### src/rtl/bcd_to_bin.sv
// rtl/bcd_to_bin.sv - sequential packed-BCD to binary converter, one digit per clock
module bcd_to_bin #(
    parameter int DIGITS = 4,
    parameter int OUT_W  = 14
) (
    input  logic                  clk,
    input  logic                  rst_n,
    input  logic                  in_valid,
    output logic                  in_ready,
    input  logic [4*DIGITS-1:0]   bcd,
    output logic                  out_valid,
    input  logic                  out_ready,
    output logic [OUT_W-1:0]      bin,
    output logic                  err
);

    localparam int CNT_W = $clog2(DIGITS + 1);

    typedef enum logic [1:0] {
        IDLE = 2'd0,
        CONV = 2'd1,
        DONE = 2'd2
    } state_t;

    state_t              state;
    logic [4*DIGITS-1:0] sreg;
    logic [OUT_W-1:0]    acc;
    logic [CNT_W-1:0]    cnt;
    logic                err_flag;

    logic [3:0]          nib;
    logic [OUT_W-1:0]    acc_next;
    logic                err_next;
    logic                last_digit;

    // The digit being folded in is always the top nibble of the shift register.
    assign nib = sreg[4*DIGITS-1 -: 4];

    // acc*10 built from two shifts so no multiplier is needed; wraps at OUT_W.
    assign acc_next = (acc << 3) + (acc << 1) + OUT_W'(nib);

    // The error flag is sticky; the last digit's check is folded in so DONE sees it.
    assign err_next = err_flag | (nib > 4'd9);

    assign last_digit = (cnt == CNT_W'(DIGITS - 1));

    // Acceptance depends only on state so upstream never sees a combinational loop.
    assign in_ready = (state == IDLE);

    // Control FSM with datapath: capture in IDLE, one digit per edge in CONV, hold in DONE.
    always_ff @(posedge clk or negedge rst_n) begin
        if (!rst_n) begin
            state     <= IDLE;
            sreg      <= '0;
            acc       <= '0;
            cnt       <= '0;
            err_flag  <= 1'b0;
            out_valid <= 1'b0;
            bin       <= '0;
            err       <= 1'b0;
        end else begin
            case (state)
                IDLE: begin
                    if (in_valid) begin
                        sreg     <= bcd;
                        acc      <= '0;
                        cnt      <= '0;
                        err_flag <= 1'b0;
                        state    <= CONV;
                    end
                end
                CONV: begin
                    acc      <= acc_next;
                    sreg     <= sreg << 4;
                    cnt      <= cnt + 1'b1;
                    err_flag <= err_next;
                    if (last_digit) begin
                        bin       <= err_next ? '0 : acc_next;
                        err       <= err_next;
                        out_valid <= 1'b1;
                        state     <= DONE;
                    end
                end
                DONE: begin
                    if (out_ready) begin
                        out_valid <= 1'b0;
                        state     <= IDLE;
                    end
                end
                default: begin
                    state     <= IDLE;
                    out_valid <= 1'b0;
                end
            endcase
        end
    end

endmodule

### config.mk
export PLATFORM = sky130hd
export DESIGN_NAME = bcd_to_bin
export DESIGN_NICKNAME = d
export VERILOG_FILES = /design/src/rtl/bcd_to_bin.sv
export SDC_FILE = /design/constraint.sdc
export NUM_CORES = 1
export LEC_CHECK = 0
export BUFFER_PORTS_ARGS = -buffer_cell sky130_fd_sc_hd__buf_2
export CAP_MARGIN = 10
export CORE_AREA = 2 2 92 94
export CTS_BUF_LIST = sky130_fd_sc_hd__clkbuf_8 sky130_fd_sc_hd__clkbuf_16
export CTS_CLUSTER_DIAMETER = 80
export DETAILED_ROUTE_END_ITERATION = 7
export DIE_AREA = 0 0 94 96
export SLEW_MARGIN = 40
export SYNTH_ARGS = -nofsm -noshare
export SYNTH_HDL_FRONTEND = slang
export SYNTH_SLANG_ARGS = --single-unit
### constraint.sdc
create_clock -name clk -period 6.7 [get_ports clk]
set_clock_uncertainty 0.1 [all_clocks]
set_input_delay 1.34 -clock clk [delete_from_list [all_inputs] [get_ports clk]]
set_output_delay 1.34 -clock clk [all_outputs]
set_load 0.03 [all_outputs]
==> impl_results.md <==
- Peak supply drop: 0.000184 V
- Post-route DRC: 0
- H-tree Lvls: 2
- Root Driver: clkbuf_8
- Leak: 1.55 nW
- # nets final: 339
- Die area: 9020 um2
- Max Buffers Root-to-Sink: 2
- CP Launch Type: flop
- FF+latch count, synth: 51
- Starting Density: 0.337
- Setup tns final: 0 ps
- Internal Power: 0.000976 W
- Synth area leader: dfrtp_1
- Post-CTS setup buffers: 0
- Critical Path RT: 6800 ps
- Final instance area: 3130 um2
- Slew margin rel.: 0.533
- CP endpoint kind: flop
- GRT Residual Overflow: 0
- Max cap viols: 0
- Synth top area share: 0.471
- Synth Flop Type: dfrtp_1
- Via count: 2055
- Most frequent cell after synthesis: dfrtp_1
- # hold bufs at CTS: 0
- CP max FO: 4
- RSZ-0062 raised after global routing: no
- Clock share of power: 0.126
- Sequential area share after synthesis: 0.471
- Final cell count without fillers: 399
- Cell count after synthesis: 258
- Pre-Repair DR Iteration Count: 4
- Flop pwr share: 0.306
- CTS sink cnt: 51
- Cts bufs inserted: 5
- PwrDens: 571 nW/um2
- Hpwl dp: 4.24 mm
- Ant diodes: 0
- # rows: 33
- CP arrival: 2840 ps
- Antenna Nets Post-Route: 0
- Switching Share: 0.453
- Gate power share: 0.569
- Max-slew violations: 0
- Async S/R FF share, synth: 1.00
- Fmax: 365 MHz
- Avg Vias per Cell: 5.15
- CTS resizes: 0
- Fin. Hold Viols: 0
- # port buffers: 36
- Worst-Skew Late Latency: 310 ps
- CTS tree: yes
- Tightest Pin Transition: 698 ps
- Drt wl/cell: 15.1 um
- Drt initial violations: 62
- Die Span Y: 96 um
- HP Class: reg -> reg
- Top cells by count, synth: dfrtp_1, nand2_1, ha_1, a22o_1, o21ai_0
- Area after DPL: 3010 um2
- Placer Congestion: 0.880
- Category of the most critical setup path: reg -> reg
- Largest net degree at the start of global routing: 52
- Setup Viol. Count Final: 0
- Status: finished, final reports clean
- Area grow syn2layout: 15.4%
- Placed insts: 391
- Share of cells above drive strength 1: 0.180
- Syn. warnings: 0
- Final WL: 6.01 mm
- Clock transition at path regs: 100 ps
- Netlist cell types: 41
- Die W: 94 um
- Vias in the first global route: 2092
- GRT Overall Usage: 0.143
- Synth area leaders: dfrtp_1, ha_1, a22o_1
- Min Hold Slack: 384 ps
- Post-synth EDFFs: 0
- IO Pins: 37
- Syn nets: 304
- Sw Pwr: 0.000810 W
- Avg Inst Size Synth: 10.5 um2
- Min cycle time layout: 2740 ps
- First-pass GRT wire length: 10.1 mm
- Mapped cell area: 2710 um2
- Period utilization: 0.409
- Core area: 8050 um2
- Initial antenna violation count: 0
==> cell usage in the layout (no fill, tap or decap), drive strengths merged, types with 2 or more instances in the layout <==
master / synthesis / routed
and4: 2 / 2
dfrtp: 51 / 51
o21ai: 19 / 19
o211ai: 4 / 4
clkbuf: 7 / 5
nor2: 16 / 16
a21o: 3 / 3
xnor2: 6 / 6
o2111ai: 2 / 2
nand3: 2 / 2
a22o: 21 / 21
ha: 24 / 24
inv: 11 / 12
o31ai: 4 / 4
nor3: 2 / 2
nand2: 28 / 28
o22ai: 2 / 2
a21oi: 14 / 14
mux2i: 10 / 10
fa: 2 / 2
nand2b: 4 / 4
buf: 4 / 39
a32o: 4 / 4
and3: 2 / 2
or3: 3 / 3
o21a: 2 / 2
==> power by group through the flow <==
stage | Combinational (W) | Sequential (W) | Clock, W
finish | 0.00102 | 0.000546 | 0.000224
CTS | 0.00102 | 0.000548 | 0.000232
global placement | 0.000999 | 0.000551 | 0
detailed placement | 0.00102 | 0.000553 | 0
global route | 0.00114 | 0.000566 | 0.000241
floorplan | 0.000722 | 0.000590 | 0
==> cell families after synthesis <==
kind of cell             after synthesis  synth area share
AO/OA/AOI/OAI                         80             0.206
AND/OR/NAND/NOR                       62             0.106
flip-flops                            51             0.471
adder cells (fa/ha/maj)               26             0.126
buffers and inverters                 22            0.0318
multiplexers                          10            0.0369
XOR/XNOR                               7            0.0226
==> worst max-delay path, cell delays in order, from the launching register on <==
cell and delay [ps]:
dfrtp_1 360, inv_1 70, fa_1 580, inv_1 60, ha_1 280, a21o_1 180, and4_4 210, o211a_1 210
or3_1 320, a32o_1 270
==> path summary, 6_finish.rpt <==
path	start	to	slack (ps)	depth (start not counted)
worst max-delay path	sreg[15]	acc[9]	3960	9
worst min-delay path	bin[12]	bin[12]	380	2
worst max register to register	sreg[15]	acc[9]	3960	9
worst min register to register	bin[12]	bin[12]	380	2
max in group asynchronous	rst_n	bin[10]	5030	2
min in group asynchronous	rst_n	bin[5]	1010	2
==> layer usage <==
layer | vias up | global-route usage | routed length, um
met2 | 52 | 0.234 | 2820
met5 | - | 0 | 0
met1 | 986 | 0.194 | 2880
li1 | 1011 | - | -
met3 | 6 | 0.0282 | 258
met4 | 0 | 0.0435 | 47
==> state kept, by name, summed over array words and instances, names as in the netlist <==
register   flops
sreg          16
bin           14
acc           13
cnt            3
state          2
err            1
err_flag       1
out_valid      1
==> cell type report <==
cell class / count / area, um2
multi-input combinational: 185 / 1360
clock buffer: 5 / 68.8
fill: 803 / 4920
sequential: 51 / 1280
timing repair buffer: 39 / 203
clock inverter: 3 / 46.3
inverter: 11 / 41.3
tap: 105 / 131
==> stage by stage <==
stage | total power [W] | setup WS (ps) | util
floorplan | 0.00131 | 4080 | -
global placement | 0.00155 | 4010 | 0.373
detailed placement | 0.00157 | 3970 | 0.374
CTS | 0.00180 | 3940 | 0.389
global route | 0.00195 | 3820 | 0.389
finish | 0.00179 | 3960 | 0.389
(Power assumes the default switching activity.)
